`src/rtl/mc_controller.sv`:
```
// Multicycle MIPS main control FSM. Outputs are registered from the next-state decode,
// so each output changes on the same edge as the state it belongs to.
module mc_controller #(
  parameter logic [3:0] ALU_ADD = 4'b0010,
  parameter logic [3:0] ALU_SUB = 4'b0110,
  parameter logic [3:0] ALU_AND = 4'b0000,
  parameter logic [3:0] ALU_OR  = 4'b0001,
  parameter logic [3:0] ALU_SLT = 4'b0111
) (
  input  logic       clk,
  input  logic       reset,
  input  logic [5:0] opcode,
  input  logic [5:0] funct,
  input  logic       Zero,
  output logic       PCEn,
  output logic       IRWrite,
  output logic       RegWrite,
  output logic       RegDst,
  output logic       ALUSrcA,
  output logic [1:0] ALUSrcB,
  output logic [3:0] ALUControl,
  output logic       PCSrc,
  output logic       MemToReg,
  output logic       IorD,
  output logic       MemWrite,
  output logic [3:0] state
);

  typedef enum logic [3:0] {
    StFetch    = 4'd0,
    StDecode   = 4'd1,
    StMemAdr   = 4'd2,
    StMemRead  = 4'd3,
    StMemWb    = 4'd4,
    StMemWrite = 4'd5,
    StExecute  = 4'd6,
    StAluWb    = 4'd7,
    StBranch   = 4'd8,
    StAddiExec = 4'd9,
    StAddiWb   = 4'd10
  } state_e;

  localparam logic [5:0] OpRtype = 6'b000000;
  localparam logic [5:0] OpLw    = 6'b100011;
  localparam logic [5:0] OpSw    = 6'b101011;
  localparam logic [5:0] OpBeq   = 6'b000100;
  localparam logic [5:0] OpAddi  = 6'b001000;

  state_e     r_state;
  logic       r_pcwrite, r_branch, r_irwrite, r_regwrite, r_regdst, r_alusrca;
  logic [1:0] r_alusrcb;
  logic [3:0] r_aluctl;
  logic       r_pcsrc, r_memtoreg, r_iord, r_memwrite;

  state_e     w_state_d;
  logic       w_funct_ok;
  logic [3:0] w_funct_ctl;
  logic       w_pcwrite, w_branch, w_irwrite, w_regwrite, w_regdst, w_alusrca;
  logic [1:0] w_alusrcb;
  logic [3:0] w_aluctl;
  logic       w_pcsrc, w_memtoreg, w_iord, w_memwrite;

  always_comb begin
    w_funct_ok  = 1'b1;
    w_funct_ctl = ALU_ADD;
    unique case (funct)
      6'b100000: w_funct_ctl = ALU_ADD;
      6'b100010: w_funct_ctl = ALU_SUB;
      6'b100100: w_funct_ctl = ALU_AND;
      6'b100101: w_funct_ctl = ALU_OR;
      6'b101010: w_funct_ctl = ALU_SLT;
      default:   w_funct_ok  = 1'b0;
    endcase
  end

  always_comb begin
    w_state_d = StFetch;
    unique case (r_state)
      StFetch:  w_state_d = StDecode;
      StDecode: begin
        unique case (opcode)
          OpLw, OpSw: w_state_d = StMemAdr;
          OpRtype:    w_state_d = StExecute;
          OpBeq:      w_state_d = StBranch;
          OpAddi:     w_state_d = StAddiExec;
          default:    w_state_d = StFetch;
        endcase
      end
      // Opcode is still in the IR here; anything but lw/sw falls back to fetch.
      StMemAdr: begin
        if (opcode == OpLw)      w_state_d = StMemRead;
        else if (opcode == OpSw) w_state_d = StMemWrite;
        else                     w_state_d = StFetch;
      end
      StMemRead:  w_state_d = StMemWb;
      StExecute:  w_state_d = w_funct_ok ? StAluWb : StFetch;
      StAddiExec: w_state_d = StAddiWb;
      default:    w_state_d = StFetch;
    endcase
  end

  // Decode of the state being entered; registered below.
  always_comb begin
    w_pcwrite  = 1'b0;
    w_branch   = 1'b0;
    w_irwrite  = 1'b0;
    w_regwrite = 1'b0;
    w_regdst   = 1'b0;
    w_alusrca  = 1'b0;
    w_alusrcb  = 2'b00;
    w_aluctl   = ALU_ADD;
    w_pcsrc    = 1'b0;
    w_memtoreg = 1'b0;
    w_iord     = 1'b0;
    w_memwrite = 1'b0;
    unique case (w_state_d)
      StFetch: begin
        w_irwrite = 1'b1;
        w_alusrcb = 2'b01;
        w_pcwrite = 1'b1;
      end
      StDecode:  w_alusrcb = 2'b11;
      StMemAdr: begin
        w_alusrca = 1'b1;
        w_alusrcb = 2'b10;
      end
      StMemRead: w_iord = 1'b1;
      StMemWb: begin
        w_memtoreg = 1'b1;
        w_regwrite = 1'b1;
      end
      StMemWrite: begin
        w_iord     = 1'b1;
        w_memwrite = 1'b1;
      end
      StExecute: begin
        w_alusrca = 1'b1;
        w_aluctl  = w_funct_ctl;
      end
      StAluWb: begin
        w_regdst   = 1'b1;
        w_regwrite = 1'b1;
      end
      StBranch: begin
        w_alusrca = 1'b1;
        w_aluctl  = ALU_SUB;
        w_pcsrc   = 1'b1;
        w_branch  = 1'b1;
      end
      StAddiExec: begin
        w_alusrca = 1'b1;
        w_alusrcb = 2'b10;
      end
      StAddiWb:  w_regwrite = 1'b1;
      default:   ;
    endcase
  end

  always_ff @(posedge clk or negedge reset) begin
    if (!reset) begin
      r_state    <= StFetch;
      r_pcwrite  <= 1'b1;
      r_branch   <= 1'b0;
      r_irwrite  <= 1'b1;
      r_regwrite <= 1'b0;
      r_regdst   <= 1'b0;
      r_alusrca  <= 1'b0;
      r_alusrcb  <= 2'b01;
      r_aluctl   <= ALU_ADD;
      r_pcsrc    <= 1'b0;
      r_memtoreg <= 1'b0;
      r_iord     <= 1'b0;
      r_memwrite <= 1'b0;
    end else begin
      r_state    <= w_state_d;
      r_pcwrite  <= w_pcwrite;
      r_branch   <= w_branch;
      r_irwrite  <= w_irwrite;
      r_regwrite <= w_regwrite;
      r_regdst   <= w_regdst;
      r_alusrca  <= w_alusrca;
      r_alusrcb  <= w_alusrcb;
      r_aluctl   <= w_aluctl;
      r_pcsrc    <= w_pcsrc;
      r_memtoreg <= w_memtoreg;
      r_iord     <= w_iord;
      r_memwrite <= w_memwrite;
    end
  end

  assign PCEn       = r_pcwrite | (r_branch & Zero);
  assign IRWrite    = r_irwrite;
  assign RegWrite   = r_regwrite;
  assign RegDst     = r_regdst;
  assign ALUSrcA    = r_alusrca;
  assign ALUSrcB    = r_alusrcb;
  assign ALUControl = r_aluctl;
  assign PCSrc      = r_pcsrc;
  assign MemToReg   = r_memtoreg;
  assign IorD       = r_iord;
  assign MemWrite   = r_memwrite;
  assign state      = r_state;

endmodule

```
`config.mk`:
```
export PLATFORM = sky130hd
export DESIGN_NAME = mc_controller
export DESIGN_NICKNAME = d
export VERILOG_FILES = /design/src/rtl/mc_controller.sv
export SDC_FILE = /design/constraint.sdc
export NUM_CORES = 1
export LEC_CHECK = 0
export CAP_MARGIN = 25
export CORE_UTILIZATION = 53
export DETAILED_ROUTE_END_ITERATION = 7
export DONT_BUFFER_PORTS = 1
export PLACE_DENSITY = 0.76
export REMOVE_ABC_BUFFERS = 1
export SLEW_MARGIN = 20
export SYNTH_ARGS = -nofsm -noshare
export SYNTH_HDL_FRONTEND = slang
export SYNTH_SLANG_ARGS = --single-unit
```
`constraint.sdc`:
```
create_clock -name clk -period 1.55 [get_ports clk]
set_clock_uncertainty 0.05 [all_clocks]
set_input_delay 0.155 -clock clk [delete_from_list [all_inputs] [get_ports clk]]
set_output_delay 0.155 -clock clk [all_outputs]
set_load 0.02 [all_outputs]
```
==> results of run 1 <==
==> cells by family after synthesis <==
group / after synthesis / share of synthesized area
compound gates: 15 / 0.1197
xor+xnor: 2 / 0.02044
buf+inv: 6 / 0.03503
flops: 17 / 0.5007
other cells: 1 / 0.004375
simple gates: 37 / 0.3197
==> routing by layer <==
layer,up-vias,routed length (um)
li1,337,-
met1,372,859
met5,-,0
met3,9,136
met4,0,69
met2,38,1125
==> metrics by stage <==
| step | total power (uW) | setup slack (ns) | instances | utilization |
|---|---|---|---|---|
| floorplan | 819.6 | -0.09703 | 76 | - |
| global placement | 954.0 | 0.02199 | 106 | 0.6420 |
| detailed placement | 957.2 | -0.04812 | 106 | 0.6420 |
| CTS | 1223 | 0.002579 | 119 | 0.7251 |
| global route | 1356 | -0.1491 | 122 | 0.7799 |
| finish | 1300 | -0.05210 | 122 | 0.7799 |
==> placed cells by master (no fill, tap or decap), types with 3 or more instances in the layout <==
master and count:
dlygate4sd3_1 6, nand2_1 3, nor4_4 3, inv_1 4
buf_4 19, and2_1 3, dfstp_2 3, clkbuf_4 3
a21oi_1 4, dfrtp_1 12
==> flip-flops by register name, summed over array words and instances, names as in the netlist <==
register    flops
state           4
ALUControl      3
ALUSrcB         2
ALUSrcA         1
IRWrite         1
IorD            1
MemToReg        1
MemWrite        1
PCSrc           1
RegDst          1
RegWrite        1
==> worst max-delay path: cells and delay by family (launching register included) <==
kind          cells  cell delay, ns
simple gates      5            0.87
buf+inv           1            0.19
flops             1            0.44
==> layout make-up <==
class,instances,area [um^2],area share
timing repair buffer,26,214.0,0.1821
clock buffer,3,22.52,0.01917
inverter,4,15.01,0.01278
sequential,17,431.7,0.3674
multi-input combinational,55,466.7,0.3972
tap,16,20.02,0.01704
clock inverter,1,5.005,0.004260
==> report_power, final <==
part,internal (uW),switching [uW]
Clock,96.0,129
Combinational,216,253
Sequential,515,90.5
==> what timing repair did <==
item                                   in CTS  in global routing
hold buffers                                6                  0
setup endpoints to repair                   3                  6
pin swaps                                   0                  1
resized for setup                           5                 15
buffers inserted                            3                  3
endpoints found under the hold margin      20                  0
cloned                                      0                  0
==> cell usage after synthesis, types with 2 or more instances <==
cell type / count / area share
dfrtp_1: 14 / 0.41
or3_1: 3 / 0.022
inv_1: 4 / 0.018
nand2b_1: 2 / 0.015
nor3_1: 3 / 0.018
nor2b_1: 2 / 0.015
nor4_4: 2 / 0.050
o21ai_0: 2 / 0.012
xor2_1: 2 / 0.020
nor4_2: 2 / 0.029
nand2_1: 4 / 0.018
and2_1: 4 / 0.029
nor2_1: 4 / 0.018
dfstp_2: 3 / 0.092
nand3_1: 2 / 0.012
buf_4: 2 / 0.018
nor3b_1: 2 / 0.018
a21oi_1: 5 / 0.029
==> path summary, 6_finish.rpt <==
check | start | endpoint | slack, ns
hold reg to reg | state[3] | ALUSrcB[1] | 0.64
setup / recovery | state[1] | ALUControl[0] | -0.05
max in group asynchronous | reset | state[1] | 0.65
hold / removal | funct[3] | ALUControl[0] | 0.02
min in group asynchronous | reset | ALUControl[0] | 0.31
setup reg to reg | state[1] | ALUControl[0] | -0.05
==> impl_metrics.toml, run 1 <==
[grt]
grt_pass1_wl_um = 3201
grt_overflow = 0
first_global_vias = 731
busiest_layer = "met2"
grt_util_met2 = 0.4062
met1_usage = 0.2745
grt_max_degree = 18
use_met3 = 0.09914
track_usage = 0.2409
antenna_found_initial = 0

[sta]
fin_tns_setup_ns = -0.1365
slew_violations = 0
period_share = 1.034
setup_viol = 4
min_period_ns = 1.602
hold_viol = 0
tightest_slew_ns = 0.7219
rsz0062_at_grt = "yes"
max_freq_ghz = 0.6242
maxSlewHeadroom = 0.5172
hold_slack_ns = 0.02169
worst_slack_ns = -0.05210

[routing]
vias = 756
via_per_inst = 6.197
firstDrtPassIters = 5
ant_nets = 0
wl_um = 2191
wl_per_cell_um = 17.96
drc = 0
drtIter0Drc = 19

[flow_run]
maxCapViolCount = 0

[floorplan]
die_y_um = 42.22
die_x_um = 42.22
rows = 14
start_util = 0.5689
die_area_mm2 = 0.001782
io_pins = 34
core_area_mm2 = 0.001506

[yosys]
synthArstFlopShare = 1.000
netlist_instances = 78
synth_enable_flop_cells = 0
ys_warn_count = 0
ys_ff_latch = 17
ys_types = 34
avgSynthCellArea_um2 = 10.99
ys.flop_type = "dfrtp_1"
syn_area_um2 = 857.1
yosysSeqAreaShare = 0.5007

[cts]
cts.sinks = 17
clkTransAtPathRegs_ns = 0.09
h-tree-depth = 1
clkLatencyLatePin_ns = 0.29
cts_tree = "done"
cts_made_buffers = 3
clockBufferDepth = 2
cts-root-buf = "clkbuf_4"

[setup_path]
crit_type = "reg2reg"
worstPathArrival_ns = 1.79
cpMaxStageDelayCell = "dfrtp_2"
worstRegToRegCells = 6
worstPathRequired_ns = 1.73
cp_max_fo = 5
critPathCaptureType = "flip-flop"
start_kind = "flip-flop"
worstPathCellList = "and2b_1, nand2_2, nor4b_2, buf_4, and2_4, nor2b_4"
critPathMaxStageDelay_ns = 0.44

[placement]
dpl.hpwl_um = 1308
place_area_um2 = 967.2
port_buffers = 0
place_congestion = 0.9558

[finish]
nFillCells = 89
n_antenna_cell = 0
nNetsFinal = 122
drive_above_1_share = 0.4717
final_area_mm2 = 0.001175
area_delta_synth_final_pct = 37.08

[status]
violations = "setup timing"
status = "complete, but fails checks"

[power]
vdd_drop_max_uv = 671.3
leakagePower_uw = 0.0005330
p_per_area_mw_per_mm2 = 1106

[min_path]
worstHoldPathCells = 2
hold_class = "in2reg"
Note: power is estimated with default switching activity, not from simulation.
==> run 2, diff against run 1 <==
CORE_UTILIZATION = 59   (was 53)
PLACE_DENSITY = 0.8   (was 0.76)
clock period = 1.6 ns   (was 1.55 ns; I/O delays follow)
==> run 2 against run 1 <==
  * Clock power is essentially flat
  * Via count shrank 5.2%
  * Register-to-register slack gained 0.05 ns
  * Critical path depth shrank 2
  * The flow still finishes with violations (setup timing)
  * Sequential power shrank 2%
  * Worst setup slack gained 0.046 ns
  * Cell area shrank 6.2%
  * Critical path type unchanged
  * Power shrank 7.4%
  * First-iteration DRC count shrank 32%
  * Utilization grew 4.7 points
  * Flip-flop and latch count is the same
==> impl_metrics.toml, run 2 (same netlist as run 1, synthesis figures left out) <==
[status]
status = "complete, but fails checks"
violations = "setup timing"

[power]
p_per_area_mw_per_mm2 = 1092
leakagePower_uw = 0.0005006
power_uw = 1203
vdd_drop_max_uv = 546.0

[routing]
drtIter0Drc = 13
dr_wl_met2_um = 937
vias = 717
ant_nets = 0
top_layer = "met4"
wl_met1_um = 833
wl_per_cell_um = 16.21
met3_length_um = 82
firstDrtPassIters = 4
wl_um = 1864
via_per_inst = 6.235
drc = 0

[min_path]
hold_class = "in2reg"
worstHoldPathCells = 2

[sta]
fin_tns_setup_ns = -0.006393
hold_viol = 0
max_freq_ghz = 0.6225
tightest_slew_ns = 0.7415
rsz0062_at_grt = "yes"
slew_violations = 0
worst_slack_ns = -0.006393
period_share = 1.004
maxSlewHeadroom = 0.5041
setup_viol = 1
min_period_ns = 1.606

[finish]
largest_register_ff_count = 4
drive_above_1_share = 0.3700
final_cell_mix = "buf_4 (14), dfrtp_1 (12), dlygate4sd3_1 (5)"
final_common_cell = "buf_4"
nFillCells = 81
n_antenna_cell = 0
nNetsFinal = 116
area_delta_synth_final_pct = 28.61

[placement]
dpl.hpwl_um = 1202
port_buffers = 0
place_congestion = 0.9415
place_ws_ns = -0.02107

[grt]
grt_overflow = 0
grt_pass1_wl_um = 2766
antenna_found_initial = 0
grt_max_degree = 18
first_global_vias = 613
track_usage = 0.2643

[setup_path]
cp_max_fo = 5
worstRegToRegCells = 4
crit_path_start = "state[3]"
worstPathArrival_ns = 1.73
r2r-end = "ALUControl[2]"
reg2reg_from = "state[3]"
endpoint = "ALUControl[2]"
critPathCaptureType = "flip-flop"
crit_type = "reg2reg"
start_kind = "flip-flop"
worstPathRequired_ns = 1.73
worst-r2r-setup-slack_ns = -0.006

[floorplan]
rows = 13
die_x_um = 40.12
die_y_um = 40.12
core_area_mm2 = 0.001334
io_pins = 34
start_util = 0.6426
die_area_mm2 = 0.001609

[cts]
clockBufferDepth = 2
clkLatencyLatePin_ns = 0.28
cts.sinks = 17
clkTransAtPathRegs_ns = 0.10
cts_made_buffers = 3
cts-root-buf = "clkbuf_4"
cts_tree = "done"
h-tree-depth = 1

[flow_run]
maxCapViolCount = 0
[run 2: area by class of cell]
type	count	area, um^2	area share
timing repair buffer	20	166.4	0.1510
tap	15	18.77	0.01703
clock buffer	3	22.52	0.02043
sequential	17	431.7	0.3916
inverter	4	15.01	0.01362
multi-input combinational	55	442.9	0.4018
clock inverter	1	5.005	0.004540
[run 2: per-stage QoR]
step	cells	utilization	hold slack [ns]	cell area [um^2]
floorplan	76	-	-0.1856	842.1
global placement	102	0.7073	-0.1853	943.4
detailed placement	102	0.7073	-0.1852	943.4
CTS	111	0.7720	0.01579	1030
global route	115	0.8265	0.01847	1102
finish	115	0.8265	0.008766	1102
[run 2: worst min path at each step]
stage,to,from
2_1_floorplan,ALUControl[0],reset
3_3_place_gp,ALUSrcA,reset
3_5_place_dp,ALUSrcA,reset
4_1_cts,ALUControl[0],funct[3]
5_1_grt,ALUControl[0],funct[3]
6_report,ALUControl[0],funct[3]
[run 2: timing repair]
action,in CTS,in global routing
resized for setup,1,10
endpoints found under the setup margin,2,5
hold buffers,5,0
buffers inserted,0,4
hold endpoints to repair,20,0
pin swaps,0,2
[run 2: per-layer routing]
| metal | up-vias | global-route usage |
|---|---|---|
| li1 | 325 | - |
| met1 | 362 | 0.3380 |
| met2 | 28 | 0.4234 |
| met3 | 2 | 0.05556 |
| met4 | 0 | 0.1207 |
| met5 | - | 0 |
[run 2: power by group]
part | switching [uW] | internal, uW
registers | 93.6 | 501
logic | 209 | 176
clock network | 131 | 92.6
total | 434 | 769
[run 2: critical path: stages (launching register included)]
cell	delay, ns
dfrtp_2	0.49
buf_4	0.20
nor4_4	0.41
nor3_2	0.13
a22o_1	0.22
==> run 3, diff against run 2 <==
ABC_AREA = 1   (was default)
==> run 3 against run 2 <==
  * Register-to-register slack improved by 0.12 ns
  * Synthesized cell count grew 47%
  * Critical path depth up 4
  * Largest power group unchanged
  * First-iteration DRC count is 92% higher
  * Sequential power rose by 2%
  * Worst setup slack gained 0.12 ns
  * Sequential share of layout area grew 3.0 points
  * The run now ends clean
  * Synthesized area is 5.4% higher
  * Combinational power fell by 11%
  * Via count rose by 9.2%
  * Non-clock buffer count fell by 12
==> impl_metrics.toml, run 3 <==
[setup_path]
worst-r2r-setup-slack_ns = 0.11
worstPathRequired_ns = 1.73
worstPathArrival_ns = 1.62
start_kind = "flip-flop"
crit_type = "reg2reg"
cp_max_fo = 4
critPathCaptureType = "flip-flop"

[finish]
drive_above_1_share = 0.2222
multi_input_area_um2 = 379.1
seq_area_um2 = 430.4
area_delta_synth_final_pct = 13.02
nFillCells = 115
final_common_cell = "inv_1"
n_antenna_cell = 0
final_cell_mix = "inv_1 (22), nor2_1 (19), nand2_1 (16)"
nNetsFinal = 142
largest_register_ff_count = 4
final_area_mm2 = 0.001021

[sta]
maxSlewHeadroom = 0.5313
max_freq_ghz = 0.6720
hold_slack_ns = 0.02043
tightest_slew_ns = 0.7008
slew_violations = 0
worst_slack_ns = 0.1119
min_period_ns = 1.488
setup_viol = 0
period_share = 0.9301
hold_viol = 0
fin_tns_setup_ns = 0

[yosys]
netlist_instances = 115
synth_top_area_cell = "dfrtp_1"
synth_enable_flop_cells = 0
yosysSeqAreaShare = 0.4751
ys_ff_latch = 17
ys_warn_count = 0
synth.most_common_cell = "inv_1"
ys_types = 24
synthTopCellsByArea = "dfrtp_1 (39%), inv_1 (9.1%), dfstp_2 (8.7%)"
synth.top_cell.area_share = 0.3878
synthArstFlopShare = 1.000
syn_area_um2 = 903.4
synth_common_cells = "inv_1 (22), nor2_1 (20), nand2_1 (16)"
ys.flop_type = "dfrtp_1"
avgSynthCellArea_um2 = 7.855

[grt]
busiest_layer = "met2"
first_global_vias = 682
grt_pass1_wl_um = 2760
grt_util_met2 = 0.4219
grt_max_degree = 18
use_met3 = 0.05978
grt_overflow = 0
antenna_found_initial = 0
met1_usage = 0.3221
track_usage = 0.2596

[floorplan]
io_pins = 34
die_x_um = 41.13
die_y_um = 41.13
start_util = 0.6612
die_area_mm2 = 0.001692
rows = 13
core_area_mm2 = 0.001366

[cts]
cts_tree = "done"
cts_setup_buffers = 0
cts.sinks = 17
h-tree-depth = 1
clockBufferDepth = 2
clkLatencyLatePin_ns = 0.29
clkTransAtPathRegs_ns = 0.09
cts_made_buffers = 3
cts-root-buf = "clkbuf_4"

[routing]
ant_nets = 0
drc = 0
wl_um = 1823
via_per_inst = 5.553
drtIter0Drc = 25
vias = 783
wl_per_cell_um = 12.93
firstDrtPassIters = 4

[power]
leakagePower_uw = 0.0006048
vdd_drop_max_uv = 549.6
p_per_area_mw_per_mm2 = 1149
power_uw = 1173

[flow_run]
maxCapViolCount = 0

[placement]
place_ws_ns = 0.1369
dpl.hpwl_um = 1397
place_congestion = 0.9344
place_area_um2 = 944.7
port_buffers = 0

[min_path]
hold_class = "in2reg"

[status]
status = "finished, final reports clean"
==> run 3: changes by cell type after synthesis, moves of 4 or more <==
cell,change
inv_1,+18
a21oi_1,-4
nand2_1,+12
and2_1,-4
nor2_1,+16
nand3_1,+12
==> run 3: kinds of logic (layout without fill, tap and decap cells) <==
kind of cell	Yosys count	after routing	synth area share
buffers and inverters	26	37	0.1136
flip-flops	17	17	0.4751
AND/OR/NAND/NOR	64	64	0.3546
other	1	1	0.004151
XOR/XNOR	1	1	0.009697
AO/OA/AOI/OAI	6	6	0.04293
==> run 3: power by group <==
group          switching, uW  internal (uW)  total, uW
registers               99.1            505        604
clock network            132           93.0        225
logic                    231            112        343
==> run 3: per-layer routing <==
layer  vias up  wire, um
met5         -         0
met4         0        39
met3         6       117
met2        43       896
met1       357       770
li1        377         -
==> run 3: timing repair <==
action	CTS	global route
resized for setup	0	3
hold endpoints to repair	18	0
hold buffers	4	0
endpoints found under the setup margin	0	3
==> run 3: path summary, 6_finish.rpt <==
path | start | to | cells past startpoint
max in group asynchronous | reset | state[3] | 1
worst min register to register | state[0] | MemToReg | 2
worst max register to register | state[3] | ALUControl[2] | 8
worst min-delay path | funct[2] | ALUControl[2] | 3
worst max-delay path | state[3] | ALUControl[2] | 8
min in group asynchronous | reset | RegWrite | 1
==> run 3: critical path: stages, from the launching register on <==
cell and delay (ns):
dfrtp_2 0.46, nor2_4 0.16, nand3_1 0.15, inv_1 0.08, nand2_1 0.09, nand2_1 0.12, inv_1 0.07, nand4_1 0.13
o21ai_1 0.08
==> run 3: per-stage QoR <==
step,instances,util
5_1_grt,141,0.7473
4_1_cts,141,0.7408
6_report,141,0.7473
3_3_place_gp,133,0.6914
2_1_floorplan,114,-
3_5_place_dp,133,0.6914
==> run 3: layout make-up <==
class	instances	area share
tap	15	0.01838
sequential	17	0.4216
multi-input combinational	72	0.3713
timing repair buffer	8	0.06863
inverter	25	0.09314
clock inverter	1	0.004902
clock buffer	3	0.02206
